===== src/rtl/edulent_pkg.sv =====
// rtl/edulent_pkg.sv - shared types and constants for the 8-bit CPU datapath
// Contents: DATA_W_DEF default datapath width, transfer_cmd_t transfer command
//           encoding, SP_INC/SP_DEC stack pointer step codes.
package edulent_pkg;

    localparam int DATA_W_DEF = 8;

    typedef enum logic [3:0] {
        CMD_NONE   = 4'h0,  // no transfer
        CMD_MA_PC  = 4'h1,  // MA <= PC
        CMD_MD_MEM = 4'h2,  // MD <= memory read data
        CMD_IR_MD  = 4'h3,  // IR <= MD
        CMD_MA_MD  = 4'h4,  // MA <= MD
        CMD_ACC_MD = 4'h5,  // A or AP <= MD
        CMD_MA_AP  = 4'h6,  // MA <= AP
        CMD_MA_SP  = 4'h7,  // MA <= SP
        CMD_MD_ACC = 4'h8,  // MD <= A or AP
        CMD_WRITE  = 4'h9,  // M[MA] <= MD
        CMD_ACC_R  = 4'hA,  // A or AP <= R
        CMD_PC_MD  = 4'hB,  // PC <= MD
        CMD_A_IN   = 4'hC,  // A <= input port
        CMD_OUT_A  = 4'hD,  // OUT <= A
        CMD_PC_AP  = 4'hE,  // PC <= AP
        CMD_MD_PC  = 4'hF   // MD <= PC
    } transfer_cmd_t;

    localparam logic [1:0] SP_INC = 2'b01;
    localparam logic [1:0] SP_DEC = 2'b10;

endpackage


===== src/rtl/datapath_transfer_unit_sp_unit.sv =====
// rtl/datapath_transfer_unit_sp_unit.sv - stack pointer register with wrap or saturating guard
// Module sp_unit. Optional feature macro: STACK_GUARD_EN (saturate and flag overflow/underflow).
// Ports:
//   i_clk, i_rst      clock, asynchronous active-high reset
//   i_inc_dec_sp[1:0] SP_INC increments, SP_DEC decrements, other codes hold
//   o_sp              current stack pointer
//   o_stack_err       sticky overflow/underflow flag (only with STACK_GUARD_EN)
module sp_unit
    import edulent_pkg::*;
#(
    parameter int                DATA_W = DATA_W_DEF,
    parameter logic [DATA_W-1:0] SP_RST = '1
) (
    input  logic              i_clk,
    input  logic              i_rst,
    input  logic [1:0]        i_inc_dec_sp,
`ifdef STACK_GUARD_EN
    output logic              o_stack_err,
`endif
    output logic [DATA_W-1:0] o_sp
);

    logic [DATA_W-1:0] sp;

`ifdef STACK_GUARD_EN
    logic stack_err;

    // The stack grows down from SP_RST, so SP_RST is the ceiling and zero the floor.
    always_ff @(posedge i_clk or posedge i_rst) begin
        if (i_rst) begin
            sp        <= SP_RST;
            stack_err <= 1'b0;
        end else begin
            case (i_inc_dec_sp)
                SP_INC: begin
                    if (sp == SP_RST) stack_err <= 1'b1;
                    else              sp        <= sp + DATA_W'(1);
                end
                SP_DEC: begin
                    if (sp == '0) stack_err <= 1'b1;
                    else          sp        <= sp - DATA_W'(1);
                end
                default: ;
            endcase
        end
    end

    assign o_stack_err = stack_err;
`else
    // Plain modulo-2^DATA_W arithmetic: 00-1 wraps to all ones and back.
    always_ff @(posedge i_clk or posedge i_rst) begin
        if (i_rst) begin
            sp <= SP_RST;
        end else begin
            case (i_inc_dec_sp)
                SP_INC:  sp <= sp + DATA_W'(1);
                SP_DEC:  sp <= sp - DATA_W'(1);
                default: ;
            endcase
        end
    end
`endif

    assign o_sp = sp;

endmodule


===== src/rtl/datapath_transfer_unit.sv =====
// rtl/datapath_transfer_unit.sv - register-transfer executor for the 8-bit CPU datapath
// Optional feature macro: STACK_GUARD_EN (adds o_stack_err, saturating SP).
// Ports:
//   i_clk, i_rst                clock, asynchronous active-high reset
//   i_transfer_cmd[3:0]         transfer_cmd_t, one destination per cycle
//   i_inc_pc, i_inc_dec_sp      PC increment, SP step (SP_INC/SP_DEC)
//   i_alu_calculate             R <= i_alu_result
//   i_alu_res_to_ap             accumulator select for cmds 5/8/A (1=AP, 0=A)
//   i_mem_write_enable          extra write request
//   i_alu_result, i_mem_rdata, i_in_data   data inputs
//   o_opcode                    IR
//   o_mem_addr, o_mem_wdata, o_mem_we      memory port (MA, MD, write strobe)
//   o_a, o_ap, o_md             ALU operands
//   o_out_data, o_out_valid     OUT register and its load pulse
//   o_in_ack                    pulse after A <- input port
//   o_stack_err                 sticky stack fault (only with STACK_GUARD_EN)
module datapath_transfer_unit
    import edulent_pkg::*;
#(
    parameter int                DATA_W = DATA_W_DEF,
    parameter logic [DATA_W-1:0] PC_RST = '0,
    parameter logic [DATA_W-1:0] SP_RST = '1
) (
    input  logic              i_clk,
    input  logic              i_rst,
    input  logic [3:0]        i_transfer_cmd,
    input  logic              i_inc_pc,
    input  logic [1:0]        i_inc_dec_sp,
    input  logic              i_alu_calculate,
    input  logic              i_alu_res_to_ap,
    input  logic              i_mem_write_enable,
    input  logic [DATA_W-1:0] i_alu_result,
    input  logic [DATA_W-1:0] i_mem_rdata,
    input  logic [DATA_W-1:0] i_in_data,
    output logic [DATA_W-1:0] o_opcode,
    output logic [DATA_W-1:0] o_mem_addr,
    output logic [DATA_W-1:0] o_mem_wdata,
    output logic              o_mem_we,
    output logic [DATA_W-1:0] o_a,
    output logic [DATA_W-1:0] o_ap,
    output logic [DATA_W-1:0] o_md,
    output logic [DATA_W-1:0] o_out_data,
    output logic              o_out_valid,
`ifdef STACK_GUARD_EN
    output logic              o_stack_err,
`endif
    output logic              o_in_ack
);

    transfer_cmd_t     cmd;
    logic [DATA_W-1:0] pc, ma, md, ir, a, ap, r, out_reg, sp;
    logic              out_valid, in_ack;

    assign cmd = transfer_cmd_t'(i_transfer_cmd);

    sp_unit #(
        .DATA_W (DATA_W),
        .SP_RST (SP_RST)
    ) u_sp_unit (
        .i_clk        (i_clk),
        .i_rst        (i_rst),
        .i_inc_dec_sp (i_inc_dec_sp),
`ifdef STACK_GUARD_EN
        .o_stack_err  (o_stack_err),
`endif
        .o_sp         (sp)
    );

    // All right-hand sides are pre-edge register values, so e.g. MA<=SP alongside
    // an SP step captures the old SP, and MD<=PC alongside inc_pc captures the old PC.
    always_ff @(posedge i_clk or posedge i_rst) begin
        if (i_rst) begin
            pc        <= PC_RST;
            ma        <= '0;
            md        <= '0;
            ir        <= '0;
            a         <= '0;
            ap        <= '0;
            r         <= '0;
            out_reg   <= '0;
            out_valid <= 1'b0;
            in_ack    <= 1'b0;
        end else begin
            out_valid <= (cmd == CMD_OUT_A);
            in_ack    <= (cmd == CMD_A_IN);

            if (i_alu_calculate) r <= i_alu_result;

            // A PC load wins over the increment issued in the same cycle.
            if (cmd == CMD_PC_MD)      pc <= md;
            else if (cmd == CMD_PC_AP) pc <= ap;
            else if (i_inc_pc)         pc <= pc + DATA_W'(1);

            case (cmd)
                CMD_MA_PC:  ma <= pc;
                CMD_MD_MEM: md <= i_mem_rdata;
                CMD_IR_MD:  ir <= md;
                CMD_MA_MD:  ma <= md;
                CMD_ACC_MD: if (i_alu_res_to_ap) ap <= md; else a <= md;
                CMD_MA_AP:  ma <= ap;
                CMD_MA_SP:  ma <= sp;
                CMD_MD_ACC: md <= i_alu_res_to_ap ? ap : a;
                CMD_ACC_R:  if (i_alu_res_to_ap) ap <= r; else a <= r;
                CMD_A_IN:   a <= i_in_data;
                CMD_OUT_A:  out_reg <= a;
                CMD_MD_PC:  md <= pc;
                default: ;
            endcase
        end
    end

    // Combinational so the memory samples MA/MD on the same edge; masked in reset.
    assign o_mem_we    = ((cmd == CMD_WRITE) || i_mem_write_enable) && !i_rst;
    assign o_opcode    = ir;
    assign o_mem_addr  = ma;
    assign o_mem_wdata = md;
    assign o_a         = a;
    assign o_ap        = ap;
    assign o_md        = md;
    assign o_out_data  = out_reg;
    assign o_out_valid = out_valid;
    assign o_in_ack    = in_ack;

endmodule

===== config.mk =====
export PLATFORM = sky130hd
export DESIGN_NAME = datapath_transfer_unit
export DESIGN_NICKNAME = d
export VERILOG_FILES = /design/src/rtl/edulent_pkg.sv /design/src/rtl/datapath_transfer_unit_sp_unit.sv /design/src/rtl/datapath_transfer_unit.sv
export SDC_FILE = /design/constraint.sdc
export NUM_CORES = 1
export LEC_CHECK = 0
export BUFFER_PORTS_ARGS = -buffer_cell sky130_fd_sc_hd__buf_2
export CORE_AREA = 2 2 105 107
export DETAILED_ROUTE_END_ITERATION = 12
export DIE_AREA = 0 0 107 109
export GPL_ROUTABILITY_DRIVEN = 0
export SYNTH_ARGS = -nofsm -noshare
export SYNTH_HDL_FRONTEND = slang
export SYNTH_SLANG_ARGS = --single-unit

===== constraint.sdc =====
create_clock -name i_clk -period 9 [get_ports i_clk]
set_input_delay 1.8 -clock i_clk [delete_from_list [all_inputs] [get_ports i_clk]]
set_output_delay 1.8 -clock i_clk [all_outputs]
set_load 0.01 [all_outputs]

==> out/qor.yml, run 1 <==
area_delta_synth_final_pct: 15.46
avgSynthCellArea_um2: 9.963
avgViaCountPerCell: 5.502
cts_buffers: 9
power.density_nw_per_um2: 274.1
setup_violations: 0
antenna_found_initial: 0
drive_gt1_frac: 0.3353
die_x_um: 107
grt_pass1_wl_um: 18960
finalHoldViolCount: 0
fin_total_pwr_uw: 1349
multi_input_area_um2: 2165
route.antenna.remaining_nets: 0
internal_power_uw: 826.7
yosys.cell_types.count: 59
drt_iter0_markers: 264
grt_max_degree: 54
final_nets: 539
rows: 38
detail_route.wl_per_cell_um: 18.29
drtPass1Iterations: 4
layout_common_cells: "buf_2, dfrtp_1, nor2_1"
diodes: 0
grt_setup_unrepaired: "false"
io_buffers: 94
worstMarginPinSlew_ns: 0.9274
synth_nets: 468
ys_seq_area_frac: 0.4366
sw_frac_of_total: 0.3874
synth_area_um2: 4264
wirelength_um: 11780
maxSlewHeadroom: 0.3776
die_y_um: 109
rrSetupSlack_ns: 6.86
pwr-share-seq: 0.473
clock_skew_ns: 0.01010
clkTransAtPathRegs_ns: 0.08
htree_levels: 3
postLayoutCellArea_um2: 4923
cap_violations: 0
start_util: 0.4022
max_freq_mhz: 217.6
drv_slew: 0
grt_overflow: 0
cp.required_ns: 7.20
seqCellArea_um2: 1862
drcViolationCount: 0
clk_latency_ns: 0.37
max-vdd-ir-drop_mv: 0.1404
cp_num_buf_inv: 2
crit_chain: "buf_2 > nand2b_1 > nor2_1 > o21a_1 > buf_2"
outcome: "completed"
crit_path_end_kind: "output pin"
p_comb_frac: 0.322
worstSetupStartpointType: "input port"
async_flop_share: 1.000
tns_ns: 0
dp_hpwl_um: 8540
hp-class: "flop to flop"
arrival_ns: 2.79
yosys_warnings: 0
power.leakage_uw: 0.002195
grt_pass1_vias: 3519
core_area_um2: 10600
period_share: 0.5105
min_period_ns: 4.595
hold_buffers: 0
dieArea_um2: 11660
cts.path.max_buffers: 2
synth-seq-cells: 74
cts_tree: "built"
power.switching_uw: 522.8
synthFlopType: "dfrtp_1"
n_fill_cell: 1018
cts_setup_buffers: 0
cpMaxStageDelayCell: "buf_2"
cpPeakStageDelay_ns: 0.38
cp_max_fo: 21
synth_edf_count: 0
clock-sinks: 74
crit_type: "input port to output pin"
final_common_cell: "buf_2"
dr_total_vias: 3543
syn_inst: 428
dpl_cell_area_um2: 4713
crit_family: "buffers and inverters"
p_clk_frac: 0.205
track_usage: 0.2131
worst_path_most_repeated_cell: "buf_2"
ctsResizeCount: 0
clock-root-buffer: "clkbuf_8"
io_pins: 95
## cell families after synthesis
| group | count (synthesis) | share of synthesized area |
|---|---|---|
| fa+ha+maj | 4 | 0.01174 |
| buf+inv | 44 | 0.05575 |
| compound gates | 111 | 0.1714 |
| flops | 74 | 0.4366 |
| simple gates | 126 | 0.1576 |
| xor+xnor | 18 | 0.03697 |
| mux | 51 | 0.1300 |
## worst reg2reg max path: cells and delay by family, from the launching register on
family	cells	cell delay [ns]
AND/OR/NAND/NOR	3	0.70
flip-flops	1	0.66
XOR/XNOR	2	0.27
adder cells (fa/ha/maj)	1	0.24
AO/OA/AOI/OAI	1	0.20
## path summary, 6_finish.rpt
kind / startpoint / to / cells after the start
max: i_transfer_cmd[1] / o_mem_we / 5
min: o_mem_addr[4] / o_mem_addr[4] / 2
max reg2reg: u_sp_unit.o_sp[1] / u_sp_unit.o_sp[6] / 7
min reg2reg: o_mem_addr[4] / o_mem_addr[4] / 2
max in group asynchronous: i_rst / pc[7] / 3
min in group asynchronous: i_rst / o_out_valid / 2
## routing by layer
metal  up-vias  track usage  share of wire
met1      1726       0.2793           0.44
met4         0      0.08071          0.024
li1       1687            -              -
met3        21      0.05021          0.052
met5         -            0              0
met2       109       0.3444           0.48
## synth_stat cells (8+ instances only)
cell	n	area (µm²)
mux2_2	35	394.1
xor2_1	11	96.34
buf_4	10	75.07
dfrtp_1	66	1652
a21oi_1	26	130.1
a221o_1	12	120.1
and2_1	9	56.30
mux2i_1	16	160.2
dfstp_2	8	210.2
nor2_1	36	135.1
inv_1	9	33.78
nand2_1	33	123.9
buf_2	16	80.08
o21ai_0	27	135.1
a22oi_1	9	67.56
## power groups by stage
stage	sequential, µW	clock (µW)	combinational, µW
CTS	636	282	439
detailed placement	642	0	437
finish	639	277	434
floorplan	594	0	302
global placement	638	0	430
global route	656	300	485
## layout make-up
class,count,share of cell area
well taps,140,0.03558
repair buffers,95,0.09708
multi-input cells,310,0.4396
clock buffers,10,0.02795
inverters,9,0.006862
flip-flops and latches,74,0.3781
clock inverters,6,0.01474
## stage by stage
step / setup WS (ns) / cells / hold WS [ns] / utilization
after detailed placement: 4.422 / 628 / 0.4820 / 0.4445
after global routing: 4.359 / 644 / 0.5048 / 0.4644
after global placement: 4.422 / 628 / 0.4779 / 0.4445
final: 4.405 / 644 / 0.4903 / 0.4644
after CTS: 4.418 / 644 / 0.4968 / 0.4644
after floorplan: 3.551 / 428 / 0.4703 / -
## state kept, by name, summed over array words and instances, names as in the netlist
register,flops
o_a,8
o_ap,8
o_md,8
o_mem_addr,8
o_opcode,8
o_out_data,8
pc,8
r,8
u_sp_unit.o_sp,8
o_in_ack,1
o_out_valid,1
Note: power is estimated with default switching activity, not from simulation.
==> run 2, diff against run 1 <==
--- a/config.mk
+++ b/config.mk
@@ -5,6 +5,7 @@
 export SDC_FILE = /design/constraint.sdc
 export NUM_CORES = 1
 export LEC_CHECK = 0
+export ABC_AREA = 1
 export BUFFER_PORTS_ARGS = -buffer_cell sky130_fd_sc_hd__buf_2
 export CORE_AREA = 2 2 105 107
 export DETAILED_ROUTE_END_ITERATION = 12
==> constraint.sdc (replaced) <==
create_clock -name i_clk -period 4.55 [get_ports i_clk]
set_input_delay 0.91 -clock i_clk [delete_from_list [all_inputs] [get_ports i_clk]]
set_output_delay 0.91 -clock i_clk [all_outputs]
set_load 0.01 [all_outputs]
==> run 2 against run 1 <==
  * Clock skew decreased by 0.0016 ns
  * Via count grew 12%
  * Final area increased by 0.61%
  * Clock power is 81% higher
  * Flip-flop and latch count unchanged
  * Setup slack worse by 2.4 ns
  * Utilization is 0.28 points higher
  * Largest cell class unchanged
==> out/qor.yml, run 2 <==
synthFlopType: "dfrtp_1"
clkTransAtPathRegs_ns: 0.08
track_usage: 0.2213
cap_violations: 0
avgSynthCellArea_um2: 7.702
synth_most_common_cell: "nand2_1"
antenna_found_initial: 0
async_flop_share: 1.000
dp.cells: 767
yosys_warnings: 0
synth_fa_ha_area_frac: 0.01175
synth_top_area_frac: 0.3878
worstMarginPinSlew_ns: 0.6857
grt_max_degree: 54
cp.required_ns: 3.64
die_x_um: 107
ys_top_cells_by_area: "dfrtp_1, nand2_1, o21ai_0, dfstp_2, inv_1"
synth_area_um2: 4259
synth_xor_area_frac: 0.01028
period_share: 0.5556
syn_inst: 553
stdcell_count: 783
grt_overflow: 0
cts_tree: "built"
synth-compound-area-share: 0.1827
io_pins: 95
cp_max_fo: 5
clk_latency_ns: 0.36
layout_common_cells: "nand2_1, buf_2, dfrtp_1"
dpl_cell_area_um2: 4765
synth_top_family_by_area: "simple AND/OR/NAND/NOR gates"
maxSlewHeadroom: 0.5429
htree_levels: 3
min_period_ns: 2.528
start_util: 0.4017
max-vdd-ir-drop_mv: 0.2406
dieArea_um2: 11660
tns_ns: 0
final_nets: 678
clock_skew_ns: 0.008523
final_common_cell: "nand2_1"
grt_setup_unrepaired: "false"
yosys.area.top_type: "dfrtp_1"
io_buffers: 94
hp-class: "flop to flop"
cts_buffers: 9
crit_path_end_kind: "output pin"
cts_setup_buffers: 0
power.density_nw_per_um2: 495.7
drtPass1Iterations: 5
ctsResizeCount: 0
grt_pass1_vias: 3803
synth-seq-cells: 74
clock-sinks: 74
dp_hpwl_um: 9507
dr_total_vias: 3984
max_freq_mhz: 395.6
core_area_um2: 10600
ys_seq_area_frac: 0.4371
drv_slew: 0
muxShareOfSynthArea: 0.02908
grt_pass1_wl_um: 19650
diodes: 0
synth_nets: 593
die_y_um: 109
crit_type: "input port to output pin"
hold_buffers: 0
outcome: "completed"
worstSetupStartpointType: "input port"
clock-root-buffer: "clkbuf_8"
rrSetupSlack_ns: 2.87
synthSimpleGateAreaFrac: 0.2330
cts.path.max_buffers: 2
drcViolationCount: 0
rows: 38
drt_iter0_markers: 195
wirelength_um: 12340
power.leakage_uw: 0.002518
drive_gt1_frac: 0.2722
avgViaCountPerCell: 5.088
detail_route.wl_per_cell_um: 15.76
finalHoldViolCount: 0
arrival_ns: 1.62
synth_edf_count: 0
yosys.cell_types.count: 37
route.antenna.remaining_nets: 0
setup_violations: 0
synthTopCellsByCount: "nand2_1, dfrtp_1, inv_1, o21ai_0, nor2_1"
postLayoutCellArea_um2: 4954
area_delta_synth_final_pct: 16.30
## run 2: layer usage
layer	share of wire	wire length, µm	global-route usage	vias up
met5	0	0	0	-
met1	0.43	5350	0.2878	1861
met2	0.47	5768	0.3581	145
met4	0.028	344	0.07514	0
li1	-	-	-	1950
met3	0.071	878	0.06097	28
## run 2: cell families after synthesis
| group | count (synthesis) |
|---|---|
| adders and majority gates | 4 |
| muxes | 11 |
| DFF | 74 |
| AOI/OAI and AO/OA | 131 |
| and+or+nand+nor | 238 |
| xor gates and xnor gates | 5 |
| buffers and inverters | 90 |
## run 2: final cells by class
type                       count  area, µm²
clock buffer                  11      151.4
clock inverter                 5      37.54
tap                          140      175.2
sequential                    74       1862
inverter                      69      261.5
timing repair buffer          95      478.0
fill                        1070       5649
multi-input combinational    389       1988
## run 2: final timing paths
path | from | to | cells past startpoint
max | i_transfer_cmd[0] | o_mem_we | 6
min | o_mem_addr[0] | o_mem_addr[0] | 2
max reg2reg | u_sp_unit.o_sp[1] | u_sp_unit.o_sp[2] | 8
min reg2reg | o_mem_addr[0] | o_mem_addr[0] | 2
max in group asynchronous | i_rst | o_md[5] | 3
min in group asynchronous | i_rst | pc[1] | 2
## run 2: metrics by stage
step / hold slack, ns / total power, µW / utilization / setup WS (ns)
floorplan: 0.4533 / 1618 / - / 1.772
global placement: 0.4602 / 1944 / 0.4494 / 2.005
detailed placement: 0.4652 / 1960 / 0.4494 / 1.928
CTS: 0.4837 / 2465 / 0.4672 / 2.020
global route: 0.5117 / 2648 / 0.4672 / 1.982
finish: 0.4822 / 2456 / 0.4672 / 2.022
## run 2: report_power, final
part	total [µW]	internal [µW]	switching (µW)
combinational	890	339	551
clock	502	230	272
sequential	1060	876	188
## run 2: worst max-delay path, cell delays in order
cell	delay [ns]
buf_2	0.14
inv_2	0.06
nor2_4	0.17
a21oi_1	0.12
nor2_1	0.09
buf_2	0.13
==> run 3, diff against run 2 <==
--- a/config.mk
+++ b/config.mk
@@ -5,7 +5,7 @@
 export SDC_FILE = /design/constraint.sdc
 export NUM_CORES = 1
 export LEC_CHECK = 0
-export ABC_AREA = 1
+export ABC_AREA = 0
 export BUFFER_PORTS_ARGS = -buffer_cell sky130_fd_sc_hd__buf_2
 export CORE_AREA = 2 2 105 107
 export DETAILED_ROUTE_END_ITERATION = 12
==> constraint.sdc (replaced) <==
create_clock -name i_clk -period 2.6 [get_ports i_clk]
set_input_delay 0.52 -clock i_clk [delete_from_list [all_inputs] [get_ports i_clk]]
set_output_delay 0.52 -clock i_clk [all_outputs]
set_load 0.01 [all_outputs]
==> run 3 against run 2 <==
  * Critical path depth increased by 1
  * Routed wire length decreased by 8.1%
  * Final cell count decreased by 16%
  * Hold slack got worse by 0.099 ns
==> out/qor.yml, run 3 (synthesis results as in run 1) <==
outcome: "completed"
io_buffers: 94
final_common_cell: "buf_2"
clock_skew_ns: 0.01150
hp-class: "input port to flop"
detail_route.wl_per_cell_um: 17.34
final_util: 0.4718
drcViolationCount: 0
dp.cells: 638
setup_violations: 0
grt_pass1_wl_um: 18730
clk_latency_ns: 0.36
finalHoldViolCount: 0
reg2regPathDepth: 7
hold_buffers: 0
start_util: 0.4022
power.leakage_uw: 0.002240
rows: 38
period_share: 0.7930
internal_power_uw: 2869
rrSetupSlack_ns: 0.54
route.antenna.remaining_nets: 0
grt_max_degree: 75
crit_type: "flop to flop"
cts_buffers: 9
clock-sinks: 74
crit_path_end_kind: "flop"
cts_tree: "built"
maxSlewHeadroom: 0.3695
area_delta_synth_final_pct: 17.31
layout_common_cells: "buf_2, dfrtp_1, nor2_1"
sw_frac_of_total: 0.3818
grt_overflow: 0
cp_max_fo: 11
clkTransAtPathRegs_ns: 0.09
dp_hpwl_um: 8237
antenna_found_initial: 1
cts_setup_buffers: 0
dieArea_um2: 11660
cp.required_ns: 2.89
avgViaCountPerCell: 5.420
cts.path.max_buffers: 2
wirelength_um: 11340
htree_levels: 3
p_clk_frac: 0.207
max-vdd-ir-drop_mv: 0.5024
diodes: 0
cap_violations: 0
final_nets: 549
clock-root-buffer: "clkbuf_8"
critical_path.reg2reg.endpoint: "u_sp_unit.o_sp[6]"
drt_iter0_markers: 197
drive_gt1_frac: 0.3482
ctsResizeCount: 0
max_freq_mhz: 485.0
drtPass1Iterations: 5
grt_pass1_vias: 3499
die_y_um: 109
arrival_ns: 2.35
endpoint: "u_sp_unit.o_sp[6]"
core_area_um2: 10600
min_period_ns: 2.062
drv_slew: 0
worstMarginPinSlew_ns: 0.9458
worstSetupStartpoint: "u_sp_unit.o_sp[1]"
io_pins: 95
dr_total_vias: 3545
r2r_start: "u_sp_unit.o_sp[1]"
power.switching_uw: 1772
worstSetupStartpointType: "flop"
die_x_um: 107
power.density_nw_per_um2: 927.7
track_usage: 0.2063
p_comb_frac: 0.324
stdcell_count: 654
grt_setup_unrepaired: "false"
fin_total_pwr_uw: 4641
pwr-share-seq: 0.469
tns_ns: 0
## run 3: changes by cell type in the layout (fill, tap and decap cells not counted), moves of 16 or more
cell / before / now
inv_1: 52 / 8
mux2i_1: 0 / 16
nand2_1: 158 / 33
o21ai_0: 53 / 27
mux2_2: 11 / 35
o211ai_1: 18 / 1
## run 3: cell type report
| type | instances | area [µm²] |
|---|---|---|
| timing repair buffer | 105 | 553.0 |
| clock buffer | 10 | 137.6 |
| tap | 140 | 175.2 |
| inverter | 9 | 37.54 |
| clock inverter | 6 | 72.57 |
| fill | 1014 | 5600 |
| sequential | 74 | 1862 |
| multi-input combinational | 310 | 2165 |
## run 3: power groups by stage
| stage | logic [µW] | registers [µW] | clock network (µW) |
|---|---|---|---|
| after floorplan | 1050 | 2050 | 0 |
| after global placement | 1490 | 2190 | 0 |
| after detailed placement | 1510 | 2200 | 0 |
| after CTS | 1520 | 2180 | 988 |
| after global routing | 1680 | 2250 | 1030 |
| final | 1500 | 2180 | 962 |
## run 3: critical path, cell delays in order, from the launching register on
cell and delay (ns):
dfstp_2 0.66, xor2_1 0.10, ha_1 0.21, nor4_1 0.24, nor4_2 0.11, or3_1 0.31, a31oi_1 0.20, xor2_1 0.16
## run 3: worst min path at each step
| stage | from | to | slack, ns | cells after the start |
|---|---|---|---|---|
| 6_report | i_alu_result[0] | r[0] | 0.38 | 2 |
| 2_1_floorplan | u_sp_unit.o_sp[7] | u_sp_unit.o_sp[7] | 0.47 | 1 |
| 5_1_grt | i_alu_result[6] | r[6] | 0.38 | 2 |
| 3_5_place_dp | o_mem_addr[1] | o_mem_addr[1] | 0.47 | 2 |
| 3_3_place_gp | o_mem_addr[1] | o_mem_addr[1] | 0.47 | 2 |
| 4_1_cts | i_alu_result[0] | r[0] | 0.37 | 2 |
## run 3: metal layers
layer / global-route usage / wire length [µm] / vias up / share of wire
met5: 0 / 13 / - / 0.0011
met4: 0.07421 / 191 / 2 / 0.017
met3: 0.04603 / 530 / 16 / 0.047
met2: 0.3308 / 5584 / 91 / 0.49
met1: 0.2759 / 5020 / 1726 / 0.44
li1: - / - / 1710 / -
## run 3: stage by stage
step,setup slack [ns],hold WS [ns],instance area [µm²]
floorplan,0.1840,0.4703,4268
global placement,0.3317,0.4730,4792
detailed placement,0.2857,0.4657,4792
CTS,0.5406,0.3700,5002
global route,0.4092,0.3762,5002
finish,0.5382,0.3831,5002
